$ cat config.mk
export PLATFORM = sky130hd
export DESIGN_NAME = seven_seg_scan_driver
export DESIGN_NICKNAME = d
export VERILOG_FILES = /design/src/rtl/seven_seg_scan_driver_pkg.sv /design/src/rtl/seven_seg_scan_driver_lut.sv /design/src/rtl/seven_seg_scan_driver.sv
export SDC_FILE = /design/constraint.sdc
export NUM_CORES = 1
export LEC_CHECK = 0
export ABC_AREA = 1
export ABC_CLOCK_PERIOD_IN_PS = 5400
export BUFFER_PORTS_ARGS = -buffer_cell sky130_fd_sc_hd__buf_2
export CAP_MARGIN = 20
export CORE_AREA = 2 2 108 110
export DETAILED_ROUTE_END_ITERATION = 10
export DIE_AREA = 0 0 110 112
export REMOVE_ABC_BUFFERS = 1
export SLEW_MARGIN = 40
export SYNTH_ARGS = -nofsm -noshare
export SYNTH_HDL_FRONTEND = slang
export SYNTH_HIERARCHICAL = 1
export SYNTH_SLANG_ARGS = --single-unit
export TNS_END_PERCENT = 10
$ cat constraint.sdc
create_clock -name clk -period 5.4 [get_ports clk]
set_input_delay 1.08 -clock clk [delete_from_list [all_inputs] [get_ports clk]]
set_output_delay 1.08 -clock clk [all_outputs]
set_load 0.02 [all_outputs]
$ cat src/rtl/seven_seg_scan_driver_pkg.sv
// Shared constants for the 4-digit seven-segment scan driver: blanking codes,
// active-low glyph table (g..a) and digit index type.
package seven_seg_scan_driver_pkg;

   localparam int IDX_W = 2;
   typedef logic [IDX_W-1:0] digit_idx_t;

   localparam logic [7:0] SEG_BLANK  = 8'hFF;
   localparam logic [7:0] SEG_DASH   = 8'hBF;
   localparam logic [3:0] ANODE_OFF  = 4'b1111;
   localparam logic [6:0] SEG7_BLANK = SEG_BLANK[6:0];
   localparam logic [6:0] SEG7_DASH  = SEG_DASH[6:0];

   // Active-low g..a patterns, entry n is decimal digit n
   localparam logic [9:0][6:0] DIGIT_SEG = {
      7'h10, 7'h00, 7'h78, 7'h02, 7'h12,
      7'h19, 7'h30, 7'h24, 7'h79, 7'h40
   };

   // Index 0 is the leftmost digit, driven by anode[3]
   function automatic logic [3:0] anode_for(input digit_idx_t idx);
      return ~(4'b1000 >> idx);
   endfunction

endpackage

$ cat src/rtl/seven_seg_scan_driver_lut.sv
// BCD nibble to active-low seven-segment pattern (g..a); A-E blank, F is a dash.
module bcd_to_seg_lut
   import seven_seg_scan_driver_pkg::*;
(
   input  logic [3:0] bcd,
   output logic [6:0] seg_n
);

   always_comb begin
      seg_n = SEG7_BLANK;
      if (bcd <= 4'd9) begin
         seg_n = DIGIT_SEG[bcd];
      end else if (bcd == 4'hF) begin
         seg_n = SEG7_DASH;
      end
   end

endmodule

$ cat src/rtl/seven_seg_scan_driver.sv
// Four-digit multiplexed display driver: refresh scan with one blank cycle per
// digit change, per-frame snapshot of the inputs, and blink of the edit digit.
module seven_seg_scan_driver
   import seven_seg_scan_driver_pkg::*;
#(
   parameter int REFRESH_DIV = 100000,
   parameter int BLINK_DIV   = 250
) (
   input  logic        clk,
   input  logic        reset,
   input  logic [15:0] num,
   input  logic [3:0]  sel,
   input  logic        blink_en,
   input  logic [3:0]  dp_mask,
   output logic [7:0]  seg,
   output logic [3:0]  anode,
   output logic        frame_tick
);

   localparam int PRE_W = (REFRESH_DIV > 1) ? $clog2(REFRESH_DIV) : 1;
   localparam int BLK_W = (BLINK_DIV > 1) ? $clog2(BLINK_DIV) : 1;
   localparam logic [PRE_W-1:0] PRE_LAST = PRE_W'(REFRESH_DIV - 1);
   localparam logic [BLK_W-1:0] BLK_LAST = BLK_W'(BLINK_DIV - 1);

   logic [PRE_W-1:0] pre_cnt;
   logic             tick;
   logic             blank_slot;
   logic             frame_wrap;
   digit_idx_t       idx;
   logic [BLK_W-1:0] blink_cnt;
   logic             blink_phase;
   logic [15:0]      num_snap;
   logic [3:0]       sel_snap;
   logic [3:0]       dp_snap;

   assign tick       = (pre_cnt == PRE_LAST);
   assign frame_wrap = tick && (idx == digit_idx_t'(3));
   // The cycle that registers the digit change is driven dark to stop ghosting
   assign blank_slot = tick;

   always_ff @(posedge clk) begin
      if (reset) begin
         pre_cnt <= '0;
         idx     <= '0;
      end else if (tick) begin
         pre_cnt <= '0;
         idx     <= idx + digit_idx_t'(1);
      end else begin
         pre_cnt <= pre_cnt + PRE_W'(1);
      end
   end

   always_ff @(posedge clk) begin
      if (reset) begin
         blink_cnt   <= '0;
         blink_phase <= 1'b0;
      end else if (tick) begin
         if (blink_cnt == BLK_LAST) begin
            blink_cnt   <= '0;
            blink_phase <= ~blink_phase;
         end else begin
            blink_cnt <= blink_cnt + BLK_W'(1);
         end
      end
   end

   // Frame registers change only at the 3->0 wrap, so a frame never mixes two values
   always_ff @(posedge clk) begin
      if (reset) begin
         num_snap <= '0;
         sel_snap <= '0;
         dp_snap  <= '0;
      end else if (frame_wrap) begin
         num_snap <= num;
         sel_snap <= sel;
         dp_snap  <= dp_mask;
      end
   end

   // ---- p0: digit select, decode, blink/blank masking ----
   digit_idx_t bit_pos;
   logic [3:0] nibble_p0;
   logic [6:0] glyph_p0;
   logic       hide_p0;
   logic [7:0] seg_p0;
   logic [3:0] anode_p0;

   // sel/dp_mask/num all number their digits from the left at the top bit
   assign bit_pos   = digit_idx_t'(3) - idx;
   assign nibble_p0 = num_snap[{bit_pos, 2'b00} +: 4];
   assign hide_p0   = blink_en & sel_snap[bit_pos] & blink_phase;

   bcd_to_seg_lut u_lut (
      .bcd   (nibble_p0),
      .seg_n (glyph_p0)
   );

   always_comb begin
      seg_p0   = SEG_BLANK;
      anode_p0 = ANODE_OFF;
      if (!blank_slot && !hide_p0) begin
         seg_p0   = {~dp_snap[bit_pos], glyph_p0};
         anode_p0 = anode_for(idx);
      end
   end

   // ---- p1: registered pin drive ----
   always_ff @(posedge clk) begin
      if (reset) begin
         seg        <= SEG_BLANK;
         anode      <= ANODE_OFF;
         frame_tick <= 1'b0;
      end else begin
         seg        <= seg_p0;
         anode      <= anode_p0;
         frame_tick <= frame_wrap;
      end
   end

endmodule

======== Word level (Yosys, flattened, before mapping) ========
Memory sizes are Yosys's and may differ from the RTL's.
Index checks and enable logic that the tools add are counted.
word-level totals
  bits in registers ....................... 65
  bits in read-only memories .............. 112
  input bits .............................. 27
  output and inout bits ................... 13
  logic and storage cells ................. 45
  memories ................................ 1
memories
  memory           words  width  rd ports  clocked after Yosys merged registers in  write ports  RTL line                         source
  (no name shown)  16     7      1         0                                        0            seven_seg_scan_driver_lut.sv:12  seg_n = DIGIT_SEG[bcd];
operators by class
  add/sub/neg operators ................... 4
  $lt $le $gt $ge ......................... 3
  equal/unequal tests ..................... 4
  shifts and indexed selects .............. 2
  multiplexer cells ....................... 8
  bitwise gates (word level) .............. 6
  reduce and logical (&&, ||, !) cells .... 7
operators with widths
  cell                                                count
  2-to-1 mux 7 bit                                    3
  adder 17 x 1 -> 17 bit, second input constant       1
  == test 17 bit, second input constant               1
  indexed part select 16 x 5 -> 4 bit                 1
  adder 8 x 1 -> 8 bit, second input constant         1
  == test 8 bit, second input constant                1
  2-to-1 mux 8 bit                                    1
  < comparator 4 x 5 -> 1 bit, second input constant  1
  binary-select mux 1 bit (select 2 bit)              2
  == test 4 bit, second input constant                1
  <= comparator 4 bit, second input constant          1
  inverter 4 bit                                      1
  OR reduction 2 bit                                  2
  >> shifter 4 x 2 -> 4 bit, first input constant     1
  < comparator 2 x 3 -> 1 bit, second input constant  1
  inverter 1 bit                                      3
  adder 2 x 1 -> 2 bit, second input constant         1
  bitwise AND 1 bit                                   2
  == test 2 bit, second input constant                1
  logical AND 1 bit                                   2
  zero test 1 bit                                     2
  2-to-1 mux 1 bit                                    2
  AND reduction 2 bit                                 1
  subtractor 2 bit, first input constant              1

======== Logic depth before layout (Yosys ltp) ========
Gate-level depths: netlist of run 1.
  depth in word-level cells ............... 9
  mapped depth ............................ 11
  mapped depth without buffers ............ 10

======== Cells and area by module ========
The synthesis of run 1 kept the hierarchy.
by module, submodules not included
  module                 instances  cells each  area an instance (um2)  sequential area each (um2)
  seven_seg_scan_driver  1          448         3084.2                  1301.2
  bcd_to_seg_lut         1          33          215.2                   0.0

======== Least setup slack after synthesis of run 1 ========
No wires, ideal clock.
  path type ............................... flip-flop to flip-flop
  from .................................... register idx[0]
  to ...................................... register seg[3]
  library setup time ...................... 0.129 ns
  data arrival time ....................... 1.940 ns
  required time ........................... 5.271 ns
  path slack .............................. 3.330 ns
  stages on the path, launching flop included .. 11
  buffers on the path ..................... 2
  period minus slack after synthesis ...... 2.070 ns
  path through ............................ dfxtp_1 > buf_2 > clkinv_1 > clkbuf_1 > a21oi_1 > a21oi_1 > inv_1 > ha_1 > o21ai_0 > o21ai_0 > nand3b_1
on the way
  elaborated cells between the ends (all ways) .. 14
  classes of those cells .................. add/sub (1); order compare (1); shift (1); mux (4); bitwise (3); reduce/logical (3); memory (1)
RTL lines
  what                                    RTL line                         source
  start, declared                         seven_seg_scan_driver.sv:29      digit_idx_t idx;
  start signal, assigned                  seven_seg_scan_driver.sv:47      idx <= idx + digit_idx_t'(1);
  subtractor 2 bit *                      seven_seg_scan_driver.sv:89      assign bit_pos = digit_idx_t'(3) - idx;
  via bit_pos[0]                          seven_seg_scan_driver.sv:81      digit_idx_t bit_pos;
  indexed part select 16 x 5 -> 4 bit *   seven_seg_scan_driver.sv:90      assign nibble_p0 = num_snap[{bit_pos, 2'b00} +: 4];
  via nibble_p0[1]                        seven_seg_scan_driver.sv:82      logic [3:0] nibble_p0;
  memory (16 x 7 bit)                     -
  2-to-1 mux 7 bit (implied by the code)  seven_seg_scan_driver_lut.sv:12
  2-to-1 mux 7 bit *                      seven_seg_scan_driver_lut.sv:11  if (bcd <= 4'd9) begin
  via glyph_p0[3]                         seven_seg_scan_driver.sv:83      logic [6:0] glyph_p0;
  end signal, assigned                    seven_seg_scan_driver.sv:114     seg <= seg_p0;
  end, declared                           seven_seg_scan_driver.sv:15      output logic [7:0] seg,
The timed path passes the listed nets; every way through them passes the cells marked *. The select of a mux whose other input is x is not followed.
A chain may end at the register's enable or synchronous reset.

======== Worst setup path after layout of run 1 ========
  from .................................... input reset
  to ...................................... register seg[4]
on the way
  longest elaborated chain between the ends .. 1
RTL lines
  what                          RTL line                     source
  start, declared               seven_seg_scan_driver.sv:10  input logic reset,
  OR reduction 2 bit (no line)  -
Every way passes these cells.

==> qor.yml, run 1 <==
status:
  outcome: "finished, final reports clean"
sta:
  min_period_ns: 2.89
  slew_headroom_pct: 53.2
  grt_setup_unrepaired: "false"
  setup_viol: 0
  report.final.slew_viol_count: 0
  worstMarginPinSlew_ns: 0.700
  worst_slack_ns: 2.51
  period_share_pct: 53.6
  fmax_mhz: 345
  finalSetupTns_ns: 0
  hold_viol_final: 0
  worst_clock_skew_ns: 0.00824
worst_hold_path:
  min_to: "pre_cnt[0]"
  hold_class: "reg -> reg"
  min_from: "pre_cnt[0]"
  hold_depth: 1
placement:
  io_buffer_count: 39
  pre_cts_slack_ns: 2.14
  dp_cells: 648
  gp_congestion: 0.830
  hpwl_um: 5190
finish:
  antenna_cells: 0
  nets: 555
  n_fill_cell: 1203
  drive_gt1_share_pct: 13.2
  finalNonFillerCells: 664
  seq_area_um2: 1300
  multi_input_area_um2: 1680
  area_growth_pct: 18.7
die:
  core-area_um2: 11200
  fp-row-count: 39
  ios: 40
  fp.dieArea_um2: 12300
  die_w_um: 110
  initial_utilization_pct: 29.5
  die_h_um: 112
clock_tree:
  cts_setup_buffers: 0
  clk_latency_ns: 0.33
  cts_resized: 0
  clk_path_buf_depth: 2
  cts.htree.levels: 3
  cts-buffers-inserted: 9
  cts_root_buf: "clkbuf_16"
  clk_pin_slew_ns: 0.06
  cts_tree: "done"
  ctsHoldBuffers: 0
  numClockSinks: 65
synthesis:
  ys_types: 27
  ys_ff_latch: 65
  synth-warning-count: 6
  ys_seq_area_share_pct: 39.4
  synth_area_per_cell_um2: 6.86
  syn_area_um2: 3300
  synthCells: 481
global_route:
  grt_pass1_wl_um: 12400
  grt_usage_pct: 12.7
  grt_pass1_vias: 2796
  grt-ovfl-total: 0
  grt_start_max_net_pins: 28
  antenna_found_initial: 0
power_and_ir_drop:
  power_density_nw_per_um2: 292
  ir_worst_vdd_mv: 0.166
  leakage_nw: 1.57
critical_path:
  reg2reg_depth: 9
  worst_setup_path_end_kind: "flop"
  r2r_start: "idx[0]"
  critPathMaxFanout: 27
  crit_type: "in -> reg"
  cp-start-kind: "input port"
  r2r_end: "seg[0]"
  worstPathArrival_ns: 3.15
  worst_ep_required_time_ns: 5.66
  reg2reg_slack_ns: 2.66
route:
  dr.pass1.iters: 4
  antenna_left: 0
  route.detailed.drc: 0
  num_vias: 3009
  vias_per_cell: 4.53
  finalWirelength_um: 7170
  avgRoutedWirePerCell_um: 10.8
  drt_iter0_markers: 181
flow_run:
  maxCapViolations: 0
## registers in the layout, indices dropped and copies added, names as in the netlist
| signal | flops |
|---|---|
| anode | 4 |
| blink_cnt | 8 |
| blink_phase | 1 |
| dp_snap | 4 |
| frame_tick | 1 |
| idx | 2 |
| num_snap | 16 |
| pre_cnt | 17 |
| seg | 8 |
| sel_snap | 4 |
## power by group
group          total, mW  leakage (nW)  internal [mW]  switching (mW)
clock              0.630         0.156          0.408           0.222
sequential         0.486         0.527          0.484         0.00175
combinational     0.0282         0.888         0.0112          0.0171
total               1.14          1.57          0.903           0.241
## worst max-delay path, cell delays in order
cell and delay [ns]:
buf_2 0.16, clkinv_1 0.57, nand2_1 0.80, inv_1 0.35
nand3b_1 0.17
## synth_stat cells, drive strengths merged
cell type / count / share of area [%]
nand2: 123 / 15
nor2: 72 / 8.7
dfxtp: 65 / 39
inv: 55 / 6.3
nor3: 32 / 4.9
a21oi: 30 / 4.6
nand3: 30 / 5.5
o21ai: 17 / 2.6
ha: 12 / 4.6
buf: 10 / 2.2
nand3b: 9 / 2.0
nand4: 8 / 1.5
clkbuf: 7 / 0.80
xor2: 6 / 1.6
clkinv: 3 / 0.34
or2: 1 / 0.19
xnor2: 1 / 0.27
## final cells by class
type	count	area share, %
sequential	65	33.2
tap	143	4.57
clock inverter	7	2.62
multi-input combinational	341	42.8
timing repair buffer	41	5.37
inverter	58	5.62
clock buffer	9	5.75
## per-stage QoR
| step | area (µm²) | util (%) | power (mW) | hold slack [ns] |
|---|---|---|---|---|
| after CTS | 3920 | 35.0 | 1.16 | 0.450 |
| after global placement | 3580 | 32.0 | 0.524 | 0.428 |
| after detailed placement | 3590 | 32.1 | 0.525 | 0.438 |
| final | 3920 | 35.0 | 1.14 | 0.443 |
| after floorplan | 3200 | - | 0.509 | 0.418 |
| after global routing | 3920 | 35.0 | 1.18 | 0.467 |
## how the worst max path moves through the flow
stage	startpoint	endpoint	slack [ns]	cells after the start
detailed placement	reset	seg[6]	2.14	5
global route	reset	seg[4]	2.16	5
finish	reset	seg[4]	2.51	5
global placement	reset	seg[6]	2.19	5
CTS	reset	seg[6]	2.46	5
floorplan	reset	seg[0]	2.98	4
## metal layers
layer  vias up  wire length (µm)  track usage, %
met1      1337              3520            17.2
met4         0                97            5.32
met5         -                 0               0
li1       1597                 -               -
met3        10               464            2.87
met2        65              3100            19.2
## logic make-up (layout without fill, tap and decap cells)
logic type	count (synthesis)	in the layout	share of synthesized area [%]
adders and majority gates	12	12	4.55
AOI/OAI and AO/OA	47	47	7.13
DFF	65	65	39.4
buffers and inverters	75	115	9.71
xor gates and xnor gates	7	7	1.86
and+or+nand+nor	275	275	37.3
## cells in the final DEF (no fill, tap or decap), drive strengths merged
cell type  count
clkbuf         9
ha            12
inv           56
nand2        123
o21ai         17
nand3b         9
nand4          8
or2            1
xor2           6
clkinvlp       1
a21oi         30
clkinv         6
nand3         30
buf           41
xnor2          1
dfxtp         65
nor3          32
nor2          72
bufinv         2
Note: power is estimated with default switching activity, not from simulation.
==> run 2, diff against run 1 <==
Settings changed: ABC_AREA 1 to 0, ABC_CLOCK_PERIOD_IN_PS 5400 to 2700.
Clock period 5.4 ns to 2.7 ns, I/O delays scaled along.
==> run 2 against run 1 <==
Compared with the run above:
- via count is 9.6% lower
- die area stayed put
- register-to-register slack lost 2.2 ns
- sequential power rose by 100%
- hold slack gained 0.015 ns
- synthesized area barely moved
- critical path type is now reg -> reg
- largest power group unchanged
- highest routed layer unchanged
==> qor.yml, run 2 <==
power_and_ir_drop:
  leakage_nw: 1.29
  power_density_nw_per_um2: 592
  ir_worst_vdd_mv: 0.335
sta:
  worst_slack_ns: 0.493
  setup_viol: 0
  min_period_ns: 2.21
  worst_clock_skew_ns: 0.00717
  worstMarginPinSlew_ns: 0.785
  report.final.slew_viol_count: 0
  slew_headroom_pct: 47.7
  finalSetupTns_ns: 0
  grt_setup_unrepaired: "false"
  hold_viol_final: 0
  fmax_mhz: 453
  period_share_pct: 81.7
finish:
  reg_top3: "pre_cnt (17), num_snap (16)"
  area_growth_pct: 18.8
  most-common-layout-cells: "65 x dfxtp_1, 39 x buf_2, 33 x a21oi_1, 30 x nand4_1, 21 x nor2_1"
  drive_gt1_share_pct: 26.4
  top_register: "pre_cnt"
  final_common_cell: "dfxtp_1"
  antenna_cells: 0
  n_fill_cell: 1137
  largest_register_ff_count: 17
  nets: 416
synthesis:
  synth_ff_type: "dfxtp_1"
  ys_ff_latch: 65
  yosysMostFrequentCell: "dfxtp_1"
  synth-warning-count: 6
  yosys-top-cells-area: "dfxtp_1 39%, o31ai_2 7.6%, nand4_1 5.7%"
  yosys.area.top_type_share_pct: 39.4
  synthCells: 349
  ys_seq_area_share_pct: 39.4
  synth_area_per_cell_um2: 9.46
  synth.top_cells.by_count: "65 x dfxtp_1, 33 x a21oi_1, 30 x nand4_1, 21 x nor2_1, 20 x o31ai_2"
  syn_area_um2: 3300
  yosysTopAreaCell: "dfxtp_1"
  async_flop_share_pct: 0
  ys_types: 48
  synth_edf_count: 0
clock_tree:
  numClockSinks: 65
  clk_path_buf_depth: 2
  clk_latency_ns: 0.34
  cts-buffers-inserted: 9
  cts_tree: "done"
  clk_pin_slew_ns: 0.05
  cts_resized: 0
  cts_root_buf: "clkbuf_16"
  cts_setup_buffers: 0
  ctsHoldBuffers: 0
  cts.htree.levels: 3
die:
  fp-row-count: 39
  die_h_um: 112
  ios: 40
  die_w_um: 110
  core-area_um2: 11200
  initial_utilization_pct: 29.5
  fp.dieArea_um2: 12300
critical_path:
  critPathMaxFanout: 16
  crit_type: "reg -> reg"
  crit_chain: "or4_4 -> or3_1 -> buf_4 -> o31ai_1 -> a21oi_1"
  worst_ep_required_time_ns: 2.88
  worstPathArrival_ns: 2.39
  worst_setup_path_end_kind: "flop"
  critPathSlowestCell: "or4_4"
  cp-start-kind: "flop"
  cp_slowest_stage_delay_ns: 0.55
placement:
  pre_cts_slack_ns: 0.496
  io_buffer_count: 39
  hpwl_um: 4970
  gp_congestion: 0.822
flow_run:
  maxCapViolations: 0
route:
  vias_per_cell: 5.18
  finalWirelength_um: 7340
  drt_iter0_markers: 128
  num_vias: 2719
  route.detailed.drc: 0
  antenna_left: 0
  avgRoutedWirePerCell_um: 14.0
  dr.pass1.iters: 4
global_route:
  grt_usage_pct: 12.8
  antenna_found_initial: 0
  grt_pass1_wl_um: 12200
  grt_start_max_net_pins: 48
  grt-ovfl-total: 0
  grt_pass1_vias: 2480
status:
  outcome: "finished, final reports clean"
worst_hold_path:
  hold_class: "reg -> reg"
-- run 2: worst paths after layout --
check,start,end,slack (ns),cells after the start
setup reg to reg,pre_cnt[13],dp_snap[1],0.49,5
hold / removal,num_snap[4],num_snap[4],0.46,2
setup / recovery,pre_cnt[13],dp_snap[1],0.49,5
hold reg to reg,num_snap[4],num_snap[4],0.46,2
-- run 2: logic make-up after synthesis --
group                      Yosys count  share of synthesized area (%)
and+or+nand+nor                    130                           23.3
AOI/OAI and AO/OA                   78                           18.9
DFF                                 65                           39.4
buffers and inverters               44                           6.02
xor gates and xnor gates            14                           3.71
adders and majority gates           12                           4.55
muxes                                6                           4.09
-- run 2: critical path, delay by kind of cell, from the launching register on --
kind | cells | cell delay (ns)
AND/OR/NAND/NOR | 2 | 1.07
flip-flops | 1 | 0.36
AO/OA/AOI/OAI | 2 | 0.31
buffers and inverters | 1 | 0.30
-- run 2: stage by stage --
stage | total power, mW | utilization, % | hold WS (ns) | instance area [µm²] | instances
after floorplan | 1.03 | - | 0.435 | 3150 | 318
after global placement | 1.07 | 32.2 | 0.452 | 3590 | 509
after detailed placement | 1.07 | 32.2 | 0.457 | 3590 | 509
after CTS | 2.36 | 35.1 | 0.451 | 3920 | 525
after global routing | 2.40 | 35.1 | 0.466 | 3920 | 525
final | 2.32 | 35.1 | 0.459 | 3920 | 525
-- run 2: layout make-up --
type / instances / area, µm² / area share, %
Multi-Input combinational cell: 240 / 1800 / 45.9
Sequential cell: 65 / 1300 / 33.2
Timing Repair Buffer: 48 / 263 / 6.70
Clock buffer: 11 / 253 / 6.44
Tap cell: 143 / 179 / 4.56
Clock inverter: 5 / 77.6 / 1.98
Inverter: 13 / 48.8 / 1.24
-- run 2: power by group --
part	switching, mW	internal, mW
logic	0.0420	0.0284
registers	0.00857	0.972
clock network	0.417	0.854
total	0.468	1.85
-- run 2: layer usage --
metal / routed length, µm / vias to the layer above / global-route usage [%]
met5: 0 / - / 0
met4: 120 / 0 / 5.15
li1: - / 1354 / -
met3: 386 / 12 / 4.27
met2: 3380 / 55 / 18.9
met1: 3450 / 1298 / 17.0
==> run 3, diff against run 2 <==
Settings changed: ABC_CLOCK_PERIOD_IN_PS 2700 to 2250.
Clock period 2.7 ns to 2.25 ns, I/O delays scaled along.
==> run 3 against run 2 <==
Compared with the run above:
- via count down 0.37%
- largest cell class unchanged
- critical endpoint is now seg[3]
- critical path type unchanged
- clock skew about the same
- register-to-register slack lost 0.35 ns
==> qor.yml, run 3 (synthesis results as in run 2) <==
placement:
  gp_congestion: 0.830
  hpwl_um: 5050
  io_buffer_count: 39
  pre_cts_slack_ns: 0.144
finish:
  most-common-layout-cells: "65 x dfxtp_1, 39 x buf_2, 33 x a21oi_1, 30 x nand4_1, 21 x nor2_1"
  drive_gt1_share_pct: 26.9
  final_common_cell: "dfxtp_1"
  top_register: "pre_cnt"
  largest_register_ff_count: 17
  nets: 421
  n_fill_cell: 1134
  antenna_cells: 0
  multi_input_area_um2: 1800
  area_growth_pct: 18.7
  seq_area_um2: 1300
  reg_top3: "pre_cnt (17), num_snap (16)"
critical_path:
  r2r_start: "idx[0]"
  cp-start-kind: "flop"
  path_delay_family: "multiplexers"
  crit_type: "reg -> reg"
  reg2reg_slack_ns: 0.14
  worst_ep_required_time_ns: 2.47
  crit_chain: "mux4_2 -> inv_1 -> ha_1 -> o21bai_4 -> a221o_2 -> nand2b_1"
  worst_setup_path_end_kind: "flop"
  worstPathArrival_ns: 2.33
  critPathSlowestCell: "mux4_2"
  reg2reg_depth: 6
  r2r_end: "seg[3]"
  critPathMaxFanout: 6
  cp_slowest_stage_delay_ns: 0.60
  critPathBufInv: 1
power_and_ir_drop:
  power_density_nw_per_um2: 635
  power_mw: 2.49
  leakage_nw: 1.29
  ir_worst_vdd_mv: 0.354
die:
  die_h_um: 112
  fp-row-count: 39
  initial_utilization_pct: 29.5
  die_w_um: 110
  fp.dieArea_um2: 12300
  core-area_um2: 11200
  ios: 40
status:
  outcome: "finished, final reports clean"
global_route:
  grt_pass1_vias: 2651
  grt-ovfl-total: 0
  grt_usage_pct: 12.8
  grt_start_max_net_pins: 29
  grt_pass1_wl_um: 12400
  antenna_found_initial: 0
sta:
  fmax_mhz: 474
  worst_slack_ns: 0.138
  period_share_pct: 93.9
  hold_viol_final: 0
  min_period_ns: 2.11
  report.final.slew_viol_count: 0
  grt_setup_unrepaired: "false"
  slew_headroom_pct: 55.5
  worstMarginPinSlew_ns: 0.668
  setup_viol: 0
  worst_clock_skew_ns: 0.00694
worst_hold_path:
  hold_class: "in -> reg"
  hold_depth: 3
  min_to: "num_snap[8]"
  min_from: "num[8]"
clock_tree:
  clk_pin_slew_ns: 0.06
  cts_setup_buffers: 0
  cts_resized: 0
  numClockSinks: 65
  clk_path_buf_depth: 2
  cts.htree.levels: 3
  clk_latency_ns: 0.33
  ctsHoldBuffers: 0
  cts-buffers-inserted: 9
  cts_root_buf: "clkbuf_16"
  cts_tree: "done"
route:
  num_vias: 2709
  drt_iter0_markers: 126
  avgRoutedWirePerCell_um: 13.9
  route.detailed.drc: 0
  vias_per_cell: 5.11
  antenna_left: 0
  finalWirelength_um: 7370
  dr.pass1.iters: 4
flow_run:
  maxCapViolations: 0
run 3: changes by cell type in the layout (fill, tap and decap cells not counted), moves of 2 or more:
cell,change
bufinv_16,-2
buf_4,+3
clkbuf_8,-2
clkinv_2,+2
buf_12,+2
run 3: tightest hold or removal path, cell delays in order:
cell and delay [ns]:
buf_2 0.10, nand4_1 0.06, a21oi_1 0.06
run 3: where the power goes:
part	switching [mW]	internal, mW
Combinational	0.0505	0.0352
Clock	0.491	0.735
Sequential	0.00961	1.17
Total	0.551	1.94
run 3: per-layer routing:
| layer | vias to the layer above | track usage [%] | routed length, µm |
|---|---|---|---|
| met2 | 54 | 20.2 | 3420 |
| met3 | 9 | 4.63 | 354 |
| met1 | 1290 | 16.1 | 3500 |
| met4 | 0 | 4.30 | 98 |
| li1 | 1356 | - | - |
| met5 | - | 0 | 0 |
run 3: area by class of cell:
type                            instances  share of cell area [%]
Inverter                               13                    1.24
Clock inverter                          6                   0.894
Timing Repair Buffer                   53                    8.30
Multi-Input combinational cell        240                    46.0
Clock buffer                           10                    5.84
Sequential cell                        65                    33.2
Tap cell                              143                    4.56
run 3: stage by stage:
step                instances  util, %  hold slack (ns)  area (µm²)  TNS (ns)
finish                    530     35.1            0.378        3920         0
global route              530     35.1            0.373        3920         0
CTS                       530     35.1            0.362        3920         0
detailed placement        514     32.7            0.459        3660         0
global placement          514     32.7            0.451        3660         0
floorplan                 318        -            0.435        3150     -5.67
run 3: worst max-delay path by stage:
stage | start | to | cells past startpoint
2_1_floorplan | pre_cnt[0] | dp_snap[1] | 5
4_1_cts | idx[0] | seg[3] | 6
3_5_place_dp | idx[0] | seg[0] | 6
6_report | idx[0] | seg[3] | 6
5_1_grt | idx[0] | seg[0] | 6
3_3_place_gp | idx[0] | seg[3] | 6
